File: src/rtl/merge_rx_pkg.sv
// Shared types and defaults for the merge receive stage.
//   rx_state_t  : handshake FSM encoding (IDLE = 0, ACK_HI = 1)
//   rx_entry_t  : one buffered token {src, data} at the default data width
//   *_DEF       : default parameter values for merge_rx_fifo
package merge_rx_pkg;

    localparam int DATA_W_DEF      = 8;
    localparam int DEPTH_DEF       = 4;
    localparam int SYNC_STAGES_DEF = 2;

    typedef enum logic {
        IDLE   = 1'b0,
        ACK_HI = 1'b1
    } rx_state_t;

    // Bit layout of a FIFO entry; the top stores entries as {src, data}
    // so this ordering also holds when DATA_W differs from the default.
    typedef struct packed {
        logic                  src;
        logic [DATA_W_DEF-1:0] data;
    } rx_entry_t;

endpackage

File: src/rtl/sync_ff.sv
// Reset-to-0 flop chain used to bring an asynchronous level into CLK.
// Ports:
//   CLK, MR_n : clock and asynchronous active-low reset
//   d         : asynchronous input level
//   q         : d delayed by STAGES clock edges
module sync_ff #(
    parameter int STAGES = 2
) (
    input  logic CLK,
    input  logic MR_n,
    input  logic d,
    output logic q
);

    logic [STAGES-1:0] chain;

    always_ff @(posedge CLK or negedge MR_n) begin
        if (!MR_n) begin
            chain <= '0;
        end else begin
            chain <= {chain[STAGES-2:0], d};
        end
    end

    assign q = chain[STAGES-1];

endmodule

File: src/rtl/merge_rx_fifo.sv
// Clocked receive stage behind the two-input self-timed merge.
// Synchronises the 4-phase Send request, returns Ack, and buffers each
// token with its source tag in a first-word-fall-through FIFO.
// Ports:
//   CLK, MR_n            : clock, asynchronous active-low master reset
//   Send_in, Ack_out     : 4-phase handshake with the merge
//   Data_in, Src_in      : bundled token data and A-else-B source flag
//   Dout, Dout_src       : head entry (reads 0 when empty)
//   Dout_valid/ready     : consumer handshake; pop when both high
//   Count, Full          : registered occupancy and Count == DEPTH
//
// state  | meaning
// IDLE   | Ack low; capture when synchronised Send is high and FIFO not full
// ACK_HI | Ack high; wait for synchronised Send to return low
module merge_rx_fifo
    import merge_rx_pkg::*;
#(
    parameter int DATA_W      = DATA_W_DEF,
    parameter int DEPTH       = DEPTH_DEF,
    parameter int SYNC_STAGES = SYNC_STAGES_DEF
) (
    input  logic                       CLK,
    input  logic                       MR_n,
    input  logic                       Send_in,
    input  logic [DATA_W-1:0]          Data_in,
    input  logic                       Src_in,
    output logic                       Ack_out,
    output logic [DATA_W-1:0]          Dout,
    output logic                       Dout_src,
    output logic                       Dout_valid,
    input  logic                       Dout_ready,
    output logic [$clog2(DEPTH+1)-1:0] Count,
    output logic                       Full
);

    localparam int PTR_W = $clog2(DEPTH);
    localparam int CNT_W = $clog2(DEPTH+1);

    rx_state_t          state, state_next;
    logic               send_s;
    logic               push, pop;
    logic [PTR_W-1:0]   wptr, rptr;
    logic [CNT_W-1:0]   count_q, count_next;
    logic               full_q;
    logic [DATA_W:0]    mem [DEPTH];

    sync_ff #(
        .STAGES (SYNC_STAGES)
    ) u_sync_send (
        .CLK  (CLK),
        .MR_n (MR_n),
        .d    (Send_in),
        .q    (send_s)
    );

    always_ff @(posedge CLK or negedge MR_n) begin
        if (!MR_n) begin
            state <= IDLE;
        end else begin
            state <= state_next;
        end
    end

    // Full comes from the registered count, so a blocked request waits at
    // least one edge after a pop before it is captured.
    always_comb begin
        state_next = state;
        push       = 1'b0;
        case (state)
            IDLE: begin
                if (send_s && !full_q) begin
                    push       = 1'b1;
                    state_next = ACK_HI;
                end
            end
            ACK_HI: begin
                if (!send_s) begin
                    state_next = IDLE;
                end
            end
            default: state_next = IDLE;
        endcase
    end

    assign Ack_out = (state == ACK_HI);
    assign pop     = Dout_valid && Dout_ready;

    always_comb begin
        count_next = count_q;
        case ({push, pop})
            2'b10:   count_next = count_q + CNT_W'(1);
            2'b01:   count_next = count_q - CNT_W'(1);
            default: count_next = count_q;
        endcase
    end

    always_ff @(posedge CLK or negedge MR_n) begin
        if (!MR_n) begin
            wptr    <= '0;
            rptr    <= '0;
            count_q <= '0;
            full_q  <= 1'b0;
        end else begin
            if (push) begin
                wptr <= wptr + PTR_W'(1);
            end
            if (pop) begin
                rptr <= rptr + PTR_W'(1);
            end
            count_q <= count_next;
            full_q  <= (count_next == CNT_W'(DEPTH));
        end
    end

    // Storage is not reset; Data_in/Src_in are stable here by bundling.
    always_ff @(posedge CLK) begin
        if (push) begin
            mem[wptr] <= {Src_in, Data_in};
        end
    end

    assign Dout_valid = (count_q != '0);
    assign Dout       = Dout_valid ? mem[rptr][DATA_W-1:0] : '0;
    assign Dout_src   = Dout_valid ? mem[rptr][DATA_W]     : 1'b0;
    assign Count      = count_q;
    assign Full       = full_q;

endmodule

File: config.mk
export PLATFORM = sky130hd
export DESIGN_NAME = merge_rx_fifo
export DESIGN_NICKNAME = d
export VERILOG_FILES = /design/src/rtl/merge_rx_pkg.sv /design/src/rtl/sync_ff.sv /design/src/rtl/merge_rx_fifo.sv
export SDC_FILE = /design/constraint.sdc
export NUM_CORES = 1
export LEC_CHECK = 0
export CORE_MARGIN = 4
export CORE_UTILIZATION = 45
export CTS_BUF_LIST = sky130_fd_sc_hd__clkbuf_8
export CTS_CLUSTER_DIAMETER = 120
export DETAILED_ROUTE_END_ITERATION = 6
export PLACE_DENSITY = 0.71
export RECOVER_POWER = 100
export SLEW_MARGIN = 20
export SYNTH_ARGS = -nofsm -noshare
export SYNTH_HDL_FRONTEND = slang
export SYNTH_HIERARCHICAL = 1
export SYNTH_SLANG_ARGS = --single-unit
File: constraint.sdc
create_clock -name CLK -period 1.9 [get_ports CLK]
set_input_delay 0.38 -clock CLK [delete_from_list [all_inputs] [get_ports CLK]]
set_output_delay 0.38 -clock CLK [all_outputs]
set_load 0.02 [all_outputs]
**Word level (Yosys, flattened, before mapping)**

Memories as Yosys holds them, arrays and structs flattened.
Index checks and enable logic that the tools add are counted.

- Flip-flop bits (word level): 11
- Bits in writable memories: 36
- Memories: 1
- Word-level logic and storage cells: 28
- Bits of input ports: 13

Memory list:

| name | words | width | read ports | clocked after Yosys merged registers in | wr ports | line | source |
|---|---|---|---|---|---|---|---|
| mem | 4 | 9 | 1 | 0 | 1 | merge_rx_fifo.sv:45 | `logic [DATA_W:0] mem [DEPTH];` |

- Muxes and demuxes: 9
- $add $sub $neg: 4
- Equal/unequal tests: 3
- Bitwise logic cells: 1
- Reduce and logical (&&, ||, !) cells: 4

Operators by type and width:

| cell | count |
|---|---|
| 8-bit 2-to-1 mux | 1 |
| 1-bit 2-to-1 mux | 6 |
| 3-bit one-hot mux with 2 select lines | 1 |
| 2-bit by 1-bit adder with 2-bit output, second input constant | 2 |
| 3-bit by 1-bit adder with 3-bit output, second input constant | 1 |
| 3-bit == test, second input constant | 1 |
| 3-bit nonzero test | 1 |
| 3-bit by 1-bit subtractor with 3-bit output, second input constant | 1 |
| 2-bit by 1-bit == test with 1-bit output, second input constant | 1 |
| 2-bit == test, second input constant | 1 |
| 1-bit logical AND | 2 |
| 1-bit one-hot mux with 2 select lines | 1 |
| 1-bit zero test | 1 |
| 1-bit inverter | 1 |

**Depth between registers and ports, before layout**

Gate-level depths: netlist of run 1.

- Depth in word-level cells: 7
- Mapped depth: 8
- Gate-level depth less buffers: 8

**By module**

The synthesis of run 1 kept the hierarchy.

Modules (own cells, without submodules):

| module | instances | cells each | sequential area each (µm²) | area an instance (µm²) |
|---|---|---|---|---|
| merge_rx_fifo | 1 | 100 | 1,306.3 | 1,845.5 |
| sync_ff | 1 | 2 | 50.0 | 50.0 |

**Worst setup path after synthesis of run 1**

Ideal clock, no wire load.

- Path kind: reg-to-reg
- Start: reg count_q[0], in the netlist Count[0]
- End: reg full_q, in the netlist Full
- Arrival: 2.077 ns
- Slack: -0.271 ns
- Cell stages (with the launch flop): 9
- Period minus slack after synthesis: 2.171 ns
- Cell sequence: dfrtp_1 or3_1 and2_1 ha_1 inv_1 fa_1 xor2_1 or3_1 a211oi_1

- Word-level cells in the longest chain between the ends: 5

RTL lines:

| what | line | source |
|---|---|---|
| start, declared | merge_rx_fifo.sv:43 | `logic [CNT_W-1:0] count_q, count_next;` |
| start signal, assigned | merge_rx_fifo.sv:110 | `count_q <= count_next;` |
| 3-bit nonzero test * | merge_rx_fifo.sv:122 | `assign Dout_valid = (count_q != '0);` |
| 1-bit logical AND * | merge_rx_fifo.sv:86 | `assign pop = Dout_valid && Dout_ready;` |
| via pop | merge_rx_fifo.sv:41 | `logic push, pop;` |
| 2-bit by 1-bit == test with 1-bit output or 2-bit == test (tied branches) | merge_rx_fifo.sv:90 | `case ({push, pop})` |
| 3-bit one-hot mux with 2 select lines * | merge_rx_fifo.sv:90 |  |
| 3-bit == test * | merge_rx_fifo.sv:111 | `full_q <= (count_next == CNT_W'(DEPTH));` |
| end signal, assigned | merge_rx_fifo.sv:111 |  |
| end, declared | merge_rx_fifo.sv:44 | `logic full_q;` |

The timed path passes the listed nets; every way through them passes the cells marked *.
A chain may end at the register's enable or synchronous reset.

**Final worst setup path of run 1**

Ends and elaborated chain as after synthesis.

==> results.ini, run 1 <==
[layout]
final_cell_mix=edfxtp_1 (36), buf_4 (15), dlygate4sd3_1 (11)
fin_util_pct=63.2
antenna_cells=0
syn2layout_area_growth_pct=34.3
fill_cells=286
multi_input_area_um2=552
nNetsFinal=172
drive_gt1_share_pct=43.5
final_common_cell=edfxtp_1
fin_area_um2=2550
ff_latch_area_um2=1360

[timing]
drv_slew=0
finalSetupViolCount=11
fmax_ghz=0.479
slew_headroom_pct=64.9
fin_crit_sh_pct=110
fin_ws_ps=-188
worst_slew_pin_slew_ps=525
fin_skew_ps=3.82
finalHoldViolations=0
tns_ps=-1350
rsz0062_at_grt=yes
period_minus_slack_ps=2090

[clocking]
h-tree-depth=2
clk_path_buf_depth=2
cts_num_sinks=47
numCtsBuffers=5
cts-root-buf=clkbuf_8
hold_buffers=0
clkTransAtPathRegs_ps=80
clk_latency_ps=290
cts_tree=done

[power]
power.density_nw_per_um2=1550
p_leak_nw=0.962
worst_ir_drop_vdd_mv=0.726
finalPower_w=0.00395

[global_routing]
antenna_found_initial=0
grt_pass1_vias=1088
grt_pass1_wl_um=5460
overflow=0
grt_max_degree=15
grt_usage_pct=14.4

[min_path]
whs_path_depth=0
hp-class=flip-flop to flip-flop
worstHoldStart=u_sync_send/chain[0]$_DFF_PN0_

[setup_path]
worstPathArrival_ps=2290
crit_required_ps=2100
crit_top_cell=or3_4
r2r_end=Full$_DFF_PN0_
critPathCaptureType=flip-flop
critPathCapture=Full$_DFF_PN0_
critPathKind=flip-flop to flip-flop
crit_start=Count[0]$_DFF_PN0_
path_cells=or3_4 > and2_4 > ha_4 > inv_2 > fa_2 > xor2_1 > or3_4 > a211oi_2
reg2reg_from=Count[0]$_DFF_PN0_
critPathMaxFanout=2
startpoint_type=flip-flop
rrSetupSlack_ps=-190
worst-r2r-cell-count=8
slowest_stage=dfrtp_2
critPathMaxStageDelay_ps=400

[drt]
wirelength_um=3390
drt_iter0_markers=36
wl_per_cell_um=16.6
drt_pass1_iterations=4
drc=0
postRouteAntennaNets=0
viasPerCell=4.84
via_count=988

[placed_design]
place_area_um2=2390
io_buffers=27
hpwl_um=2370
gp_congestion=0.880

[floorplan]
num_rows=23
core_region_area_um2=4030
die_area_um2=5310
start_util_pct=47.0
io_pins=28
die_h_um=72.9
die_w_um=72.9

[synthesis]
synth_cell_type_count=21
yosys_warnings=6
seq_area_frac_synth_pct=71.6
syn_nets=121
synth_area_um2=1900
syn_avg_cell_area_um2=18.6
synth_cells=102
ys_ff_latch=47

[status]
violations=setup timing
status=finished, violations left

[run]
maxCapViolCount=0

-- per-stage QoR --
step | instances | hold WS [ps] | setup slack [ps]
after floorplan | 102 | 84.4 | -138
after global placement | 192 | 335 | -339
after detailed placement | 192 | 347 | -380
after CTS | 202 | 366 | -161
after global routing | 204 | 369 | -264
final | 204 | 362 | -188
-- registers in the layout, indices dropped and copies added (netlist names) --
signal             count
u_sync_send/chain      2
rptr                   2
mem                   36
Count                  3
wptr                   2
Ack_out                1
Full                   1
-- kinds of logic (layout without fill, tap and decap cells) --
kind of cell | count (synthesis) | in the layout | synth area share, %
buffers and inverters | 10 | 62 | 2.44
multiplexers | 10 | 10 | 11.4
adder cells (fa/ha/maj) | 6 | 6 | 4.36
AO/OA/AOI/OAI | 4 | 4 | 1.32
AND/OR/NAND/NOR | 20 | 20 | 6.60
flip-flops | 47 | 47 | 71.6
XOR/XNOR | 5 | 5 | 2.31
-- worst max-delay path, delay by kind of cell (launching register included) --
kind / cells / cell delay [ps]
simple gates: 3 / 900
flops: 1 / 400
fa+ha+maj: 2 / 330
compound gates: 1 / 240
xor+xnor: 1 / 80
buf+inv: 1 / 50
-- layout make-up --
cell class              instances  area share (%)
inverters                       7            1.03
clock inverters                 3           0.639
well taps                      50            2.46
flip-flops and latches         47            53.5
clock buffers                   5            2.70
multi-input cells              45            21.7
repair buffers                 47            18.0
-- report_power, final --
part | internal, W | switching (W) | total, W
sequential | 0.00129 | 0.000126 | 0.00142
clock | 0.000252 | 0.000308 | 0.000560
combinational | 0.00112 | 0.000846 | 0.00197
total | 0.00267 | 0.00128 | 0.00395
-- cells in the mapped netlist --
| cell | count | area share, % |
|---|---|---|
| ha_1 | 5 | 3.3 |
| fa_1 | 1 | 1.1 |
| nand2_1 | 2 | 0.40 |
| mux4_2 | 8 | 9.5 |
| nand3_1 | 1 | 0.26 |
| a21boi_0 | 1 | 0.40 |
| mux4_1 | 1 | 1.4 |
| buf_2 | 1 | 0.26 |
| edfxtp_1 | 36 | 57 |
| and2_1 | 14 | 4.6 |
| or3_1 | 2 | 0.66 |
| nor3b_2 | 1 | 0.66 |
| inv_1 | 7 | 1.4 |
| clkbuf_1 | 1 | 0.20 |
| xnor2_1 | 3 | 1.4 |
| mux2i_1 | 1 | 0.53 |
| buf_6 | 1 | 0.59 |
| a211oi_1 | 1 | 0.40 |
| xor2_1 | 2 | 0.92 |
| o21ai_0 | 2 | 0.53 |
| dfrtp_1 | 11 | 15 |
-- metal layers --
layer | vias up | share of wire (%) | GRT usage (%)
met4 | 0 | 0.97 | 5.53
met2 | 17 | 53 | 24.8
met5 | - | 0 | 0
met3 | 4 | 3.4 | 3.44
met1 | 488 | 42 | 17.4
li1 | 479 | - | -
-- worst min-delay path by stage --
stage and endpoint:
2_1_floorplan Ack_out$_DFF_PN0_, 3_3_place_gp u_sync_send/chain[1]$_DFF_PN0_, 3_5_place_dp u_sync_send/chain[1]$_DFF_PN0_, 4_1_cts u_sync_send/chain[1]$_DFF_PN0_, 5_1_grt u_sync_send/chain[1]$_DFF_PN0_, 6_report u_sync_send/chain[1]$_DFF_PN0_
-- repair_timing --
item	in CTS	in global routing
setup endpoints to repair	13	12
pin swaps	7	4
buffers inserted	2	2
resized for setup	68	6
Note: power is estimated with default switching activity, not from simulation.
==> inputs of run 2 (changes only) <==
Settings changed: SYNTH_HIERARCHICAL 1 to unset.
==> run 2 against run 1 <==
Compared with the run above:
- combinational power down 7%
- critical path type is now flip-flop to output port
- sequential cell count unchanged
- largest power group unchanged
- sequential power hardly changed
- area after synthesis is the same
- largest cell class unchanged
- non-clock buffer count is 3 lower
- via count is 1.6% higher
- the run still ends with setup timing left
- final cell count fell by 1.5%
- utilization down 1.6 points
==> results.ini, run 2 <==
[placed_design]
gp_congestion=0.741
hpwl_um=2300
place_area_um2=2350
io_buffers=27

[power]
p_clk_share_pct=14.2
p_leak_nw=0.954
power.density_nw_per_um2=1520
worst_ir_drop_vdd_mv=0.887
comb_power_share_pct=48.6
p_switching_w=0.00120
p_int_w=0.00258
p_seq_share_pct=37.2
finalPower_w=0.00378
switching_share_pct=31.7

[layout]
largest_reg_flops=36
multi_input_area_um2=536
syn2layout_area_growth_pct=30.8
drive_gt1_share_pct=38.4
nNetsFinal=169
fin_area_um2=2480
final_common_cell=edfxtp_1
final_cell_mix=edfxtp_1 (36), buf_4 (15), dlygate4sd3_1 (11)
largest-register=mem
ff_latch_area_um2=1360
antenna_cells=0
fill_cells=309

[run]
maxCapViolCount=0

[setup_path]
crit_top_cell=buf_4
critPathMaxFanout=5
startpoint_type=flip-flop
reg2reg_from=Count[1]$_DFF_PN0_
path_depth=5
critPathCaptureType=output port
path_buf_inv=3
r2r_end=Full$_DFF_PN0_
crit_required_ps=1520
critPathMaxStageDelay_ps=410
critPathKind=flip-flop to output port
rrSetupSlack_ps=-150
worst-r2r-cell-count=8
path_cells=or3_4 > buf_4 > buf_4 > and2_4 > buf_6
slowest_stage=or3_4
worstPathArrival_ps=1670
crit_family=simple AND/OR/NAND/NOR gates

[global_routing]
grt_usage_pct=13.8
grt_pass1_vias=1086
antenna_found_initial=0
overflow=0
grt_pass1_wl_um=5330
grt_max_degree=14

[drt]
drc=0
wl_per_cell_um=15.9
wirelength_um=3190
drt_iter0_markers=27
via_count=1004
viasPerCell=5.00
drt_pass1_iterations=4
postRouteAntennaNets=0

[floorplan]
die_w_um=72.9
io_pins=28
die_area_um2=5310
die_h_um=72.9
start_util_pct=47.0
core_region_area_um2=4030
num_rows=23

[clocking]
clkTransAtPathRegs_ps=80
clk_latency_ps=290
cts_tree=done
numCtsBuffers=5
cts_num_sinks=47
cts-root-buf=clkbuf_8
clk_path_buf_depth=2
hold_buffers=0
h-tree-depth=2

[synthesis]
syn_nets=121
synth_edf_count=36
dominantRegCellSynth=edfxtp_1
synth_most_common_cell=edfxtp_1
synth_area_um2=1900
yosys.area.top_type=edfxtp_1
synth_top_area_share_pct=57.0
yosys_warnings=0
synth_cells=102
syn_avg_cell_area_um2=18.6
synth_cell_type_count=21
seq_area_frac_synth_pct=71.6
ys_ff_latch=47
ys_top_cells_by_count=edfxtp_1 (36), and2_1 (14), dfrtp_1 (11)
synth_area_leaders=edfxtp_1 (57%), dfrtp_1 (15%), mux4_2 (9.5%), and2_1 (4.6%), ha_1 (3.3%)
synthArstFlopShare_pct=23.4

[min_path]
hold_end=u_sync_send.chain[1]$_DFF_PN0_
whs_path_depth=0
worstHoldStart=u_sync_send.chain[0]$_DFF_PN0_
hp-class=flip-flop to flip-flop

[status]
violations=setup timing
status=finished, violations left

[timing]
tns_ps=-1550
drv_slew=0
fin_crit_sh_pct=108
worst_slew_pin_slew_ps=515
period_minus_slack_ps=2050
fin_skew_ps=3.35
rsz0062_at_grt=yes
finalHoldViolations=0
finalSetupViolCount=13
fin_ws_ps=-150
fmax_ghz=0.488
slew_headroom_pct=65.6

[run 2: cell counts after synthesis]
Identical to the previous run, type by type.
[run 2: layer usage]
layer | GRT usage (%) | part of all wire, % | routed length (µm) | vias to the layer above
li1 | - | - | - | 470
met2 | 23.6 | 56 | 1780 | 19
met1 | 16.3 | 40 | 1270 | 513
met4 | 4.30 | 0.53 | 17 | 0
met3 | 4.68 | 3.9 | 124 | 2
met5 | 0 | 0 | 0 | -
[run 2: metrics by stage]
stage / utilization [%] / setup slack (ps) / hold slack [ps] / instances
after global placement: 58.4 / -337 / 336 / 190
after floorplan: - / -138 / 84.4 / 102
after global routing: 61.6 / -216 / 378 / 201
after CTS: 61.3 / -182 / 352 / 199
after detailed placement: 58.4 / -397 / 335 / 190
final: 61.6 / -150 / 352 / 201
[run 2: how the worst max path moves through the flow]
stage                        from              to  slack (ps)
2_1_floorplan  Count[1]$_DFF_PN0_  Full$_DFF_PN0_        -140
3_3_place_gp           Dout_ready  Full$_DFF_PN0_        -340
3_5_place_dp           Dout_ready  Full$_DFF_PN0_        -400
4_1_cts        Count[0]$_DFF_PN0_  Full$_DFF_PN0_        -180
5_1_grt        Count[1]$_DFF_PN0_  Full$_DFF_PN0_        -220
6_report       Count[1]$_DFF_PN0_         Dout[1]        -150
[run 2: kinds of logic (layout without fill, tap and decap cells)]
| logic type | Yosys count | count (layout) | synth area share (%) |
|---|---|---|---|
| AO/OA/AOI/OAI | 4 | 4 | 1.32 |
| XOR/XNOR | 5 | 5 | 2.31 |
| adder cells (fa/ha/maj) | 6 | 6 | 4.36 |
| buffers and inverters | 10 | 59 | 2.44 |
| flip-flops | 47 | 47 | 71.6 |
| multiplexers | 10 | 10 | 11.4 |
| AND/OR/NAND/NOR | 20 | 20 | 6.60 |
[run 2: power groups by stage]
stage / Clock [W] / Combinational, W / Sequential (W)
2_1_floorplan: 0 / 0.000910 / 0.00143
3_3_place_gp: 0 / 0.00160 / 0.00142
3_5_place_dp: 0 / 0.00165 / 0.00143
4_1_cts: 0.000553 / 0.00185 / 0.00141
5_1_grt: 0.000601 / 0.00198 / 0.00143
6_report: 0.000537 / 0.00184 / 0.00140
[run 2: repair_timing]
action	4_1_cts	5_1_grt
buffers inserted	1	2
pin swaps	9	1
gates resized for setup	69	1
setup endpoints to repair	13	12
hold endpoints to repair	0	0
[run 2: final cells by class]
| type | count | share of cell area (%) |
|---|---|---|
| Multi-Input combinational cell | 45 | 21.6 |
| Timing Repair Buffer | 44 | 16.8 |
| Clock buffer | 5 | 2.77 |
| Clock inverter | 3 | 0.454 |
| Tap cell | 50 | 2.52 |
| Sequential cell | 47 | 54.8 |
| Inverter | 7 | 1.06 |
==> RTL edit, RTL diff (config.mk and constraints of run 2) <==
Register the output `Count` once more, without a reset; this adds one clock of latency there. The other outputs are not delayed to match. Comments in the files are not updated.
--- a/src/rtl/merge_rx_fifo.sv
+++ b/src/rtl/merge_rx_fifo.sv
@@ -122,7 +122,9 @@
     assign Dout_valid = (count_q != '0);
     assign Dout       = Dout_valid ? mem[rptr][DATA_W-1:0] : '0;
     assign Dout_src   = Dout_valid ? mem[rptr][DATA_W]     : 1'b0;
-    assign Count      = count_q;
+    always_ff @(posedge CLK) begin
+        Count <= count_q;
+    end
     assign Full       = full_q;
 
 endmodule
Behaviour: not the same (a bounded check fails within 4 cycles, from zero or initial values).
==> RTL edit against run 2 <==
  * The flow still finishes with violations (negative setup slack)
  * Sequential cell count rose by 3
  * Clock skew rose by 0.0015 ns
  * Wire length rose by 5.6%
  * Worst setup slack got worse by 0.015 ns
  * Final area rose by 3.6%
  * Area after synthesis rose by 3.2%
  * Core utilization rose by 0.90 points
  * Via count rose by 3.6%
  * Global-route usage rose by 0.34 points
  * Total power rose by 4.3%
  * Critical path type is now flip-flop to flip-flop
  * Critical endpoint is now Full$_DFF_PN0_
  * Highest routed layer unchanged
==> RTL edit: results (changes against run 2) <==
gr-usage-met3_pct: 4.24  # -0.44 points
intPower_uw: 2700  # +4.8%
antennaDiodeCount: 0  # unchanged
drive_gt1_share_pct: 38.6  # +0.20 points
gp_congestion: 0.711  # -4.0%
dpl.hpwl_mm: 2.43  # +5.3%
worstPathArrival_ns: 2.27  # +0.60 ns
grt_use_total_pct: 14.1  # +0.34 points
status: "finished, violations left"
avgViaCountPerCell: 5.00  # about the same
synth-seq-area-share_pct: 72.4  # +0.87 points
cts_max_path_buffers: 2  # unchanged
avgSynthCellArea_sq_um: 18.6  # +0.22%
violations: "negative setup slack"
grt_max_degree: 15  # +1
setup_violations: 11  # -2
tns_ns: -1.25  # +0.297 ns
max-vdd-ir-drop_uv: 878  # -1.0%
yosys.area_share.xor_xnor_pct: 2.24  # -0.071 points
io_buffers: 27  # unchanged
hold_start: "u_sync_send.chain[0]$_DFF_PN0_"
worst_path_max_delay_cell: "or3_4"
h-tree-depth: 2  # unchanged
synth_edf_count: 36  # unchanged
worstReg2RegStart: "count_q[0]$_DFF_PN0_"
synth_flop_cell: "edfxtp_1"
grt_pass1_wl_mm: 5.59  # +4.9%
p_leak_uw: 0.000996  # +4.5%
reg_top3: "mem x36, Count x3, count_q x3"
path_max_fanout: 3  # -2
n_fill_cell: 292  # -5.5%
synth_compound_area_share_pct: 1.28  # -0.041 points
grt_pass1_vias: 1167  # +7.5%
skew_ns: 0.00484  # +0.00148 ns
drtIter0Drc: 33  # +22%
ys_types: 22  # +4.8%
synth.mux.area_fraction_pct: 11.1  # -0.35 points
met2_usage_pct: 25.9  # +2.2 points
syn-num-nets: 124  # +2.5%
worstMarginPinSlew_ns: 0.496  # -0.0183 ns
max_stage_delay_ns: 0.41  # about the same
clk_pin_slew_ns: 0.08  # about the same
nets: 176  # +4.1%
critPathLaunch: "count_q[0]$_DFF_PN0_"
gr-usage-met1_pct: 15.4  # -0.95 points
synthAdderAreaFrac_pct: 4.22  # -0.13 points
synthArstFlopShare_pct: 22.0  # -1.4 points
cts_root_buffer: "clkbuf_8"
setup_slack_ns: -0.165  # -0.0146 ns
synth_common_cells: "edfxtp_1 (36), and2_1 (14), dfrtp_1 (11), mux4_2 (8), inv_1 (7)"
antenna_found_initial: 0  # unchanged
routed_wl_mm: 3.37  # +5.6%
layout.cells.non_filler: 208  # +3.5%
dp_slack_ns: -0.472  # -0.0747 ns
dp_cells: 199  # +4.7%
placed_cell_area_sq_um: 2430  # +3.4%
synth_area_leaders: "edfxtp_1 (55%), dfrtp_1 (14%), mux4_2 (9.2%), and2_1 (4.5%), ha_1 (3.2%)"
## RTL edit: cell types whose count changed after synthesis
cell     change
dfxtp_1      +3
## RTL edit: layout make-up
| class | count | area, sq um | area share [%] |
|---|---|---|---|
| Tap cell | 50 | 62.6 | 2.43 |
| Multi-Input combinational cell | 45 | 543 | 21.1 |
| Timing Repair Buffer | 48 | 442 | 17.2 |
| Clock inverter | 3 | 11.3 | 0.438 |
| Sequential cell | 50 | 1420 | 55.1 |
| Inverter | 7 | 26.3 | 1.02 |
| Clock buffer | 5 | 68.8 | 2.68 |
## RTL edit: routing by layer
| metal | share of wire (%) | vias up | wire (microns) |
|---|---|---|---|
| met5 | 0 | - | 0 |
| met4 | 1.0 | 0 | 35 |
| met3 | 3.8 | 4 | 129 |
| met2 | 55 | 21 | 1840 |
| met1 | 40 | 527 | 1360 |
| li1 | - | 488 | - |
## RTL edit: final timing paths
path	to	slack (ns)
max in group asynchronous	rptr[1]$_DFFE_PN0P_	1.08
min in group asynchronous	Ack_out$_DFF_PN0_	0.48
max reg2reg	Full$_DFF_PN0_	-0.16
min	u_sync_send.chain[1]$_DFF_PN0_	0.36
min reg2reg	u_sync_send.chain[1]$_DFF_PN0_	0.36
max	Full$_DFF_PN0_	-0.16
## RTL edit: power by group through the flow
stage,clock (uW),sequential [uW],combinational [uW]
6_report,553,1460,1920
5_1_grt,632,1490,2050
4_1_cts,578,1470,1850
3_5_place_dp,0,1490,1700
3_3_place_gp,0,1470,1650
2_1_floorplan,0,1520,898
## RTL edit: what timing repair did
action	CTS	global route
setup buffers	1	1
gates resized for setup	66	10
setup endpoints to repair	12	12
endpoints found under the hold margin	0	0
pin swaps	7	5
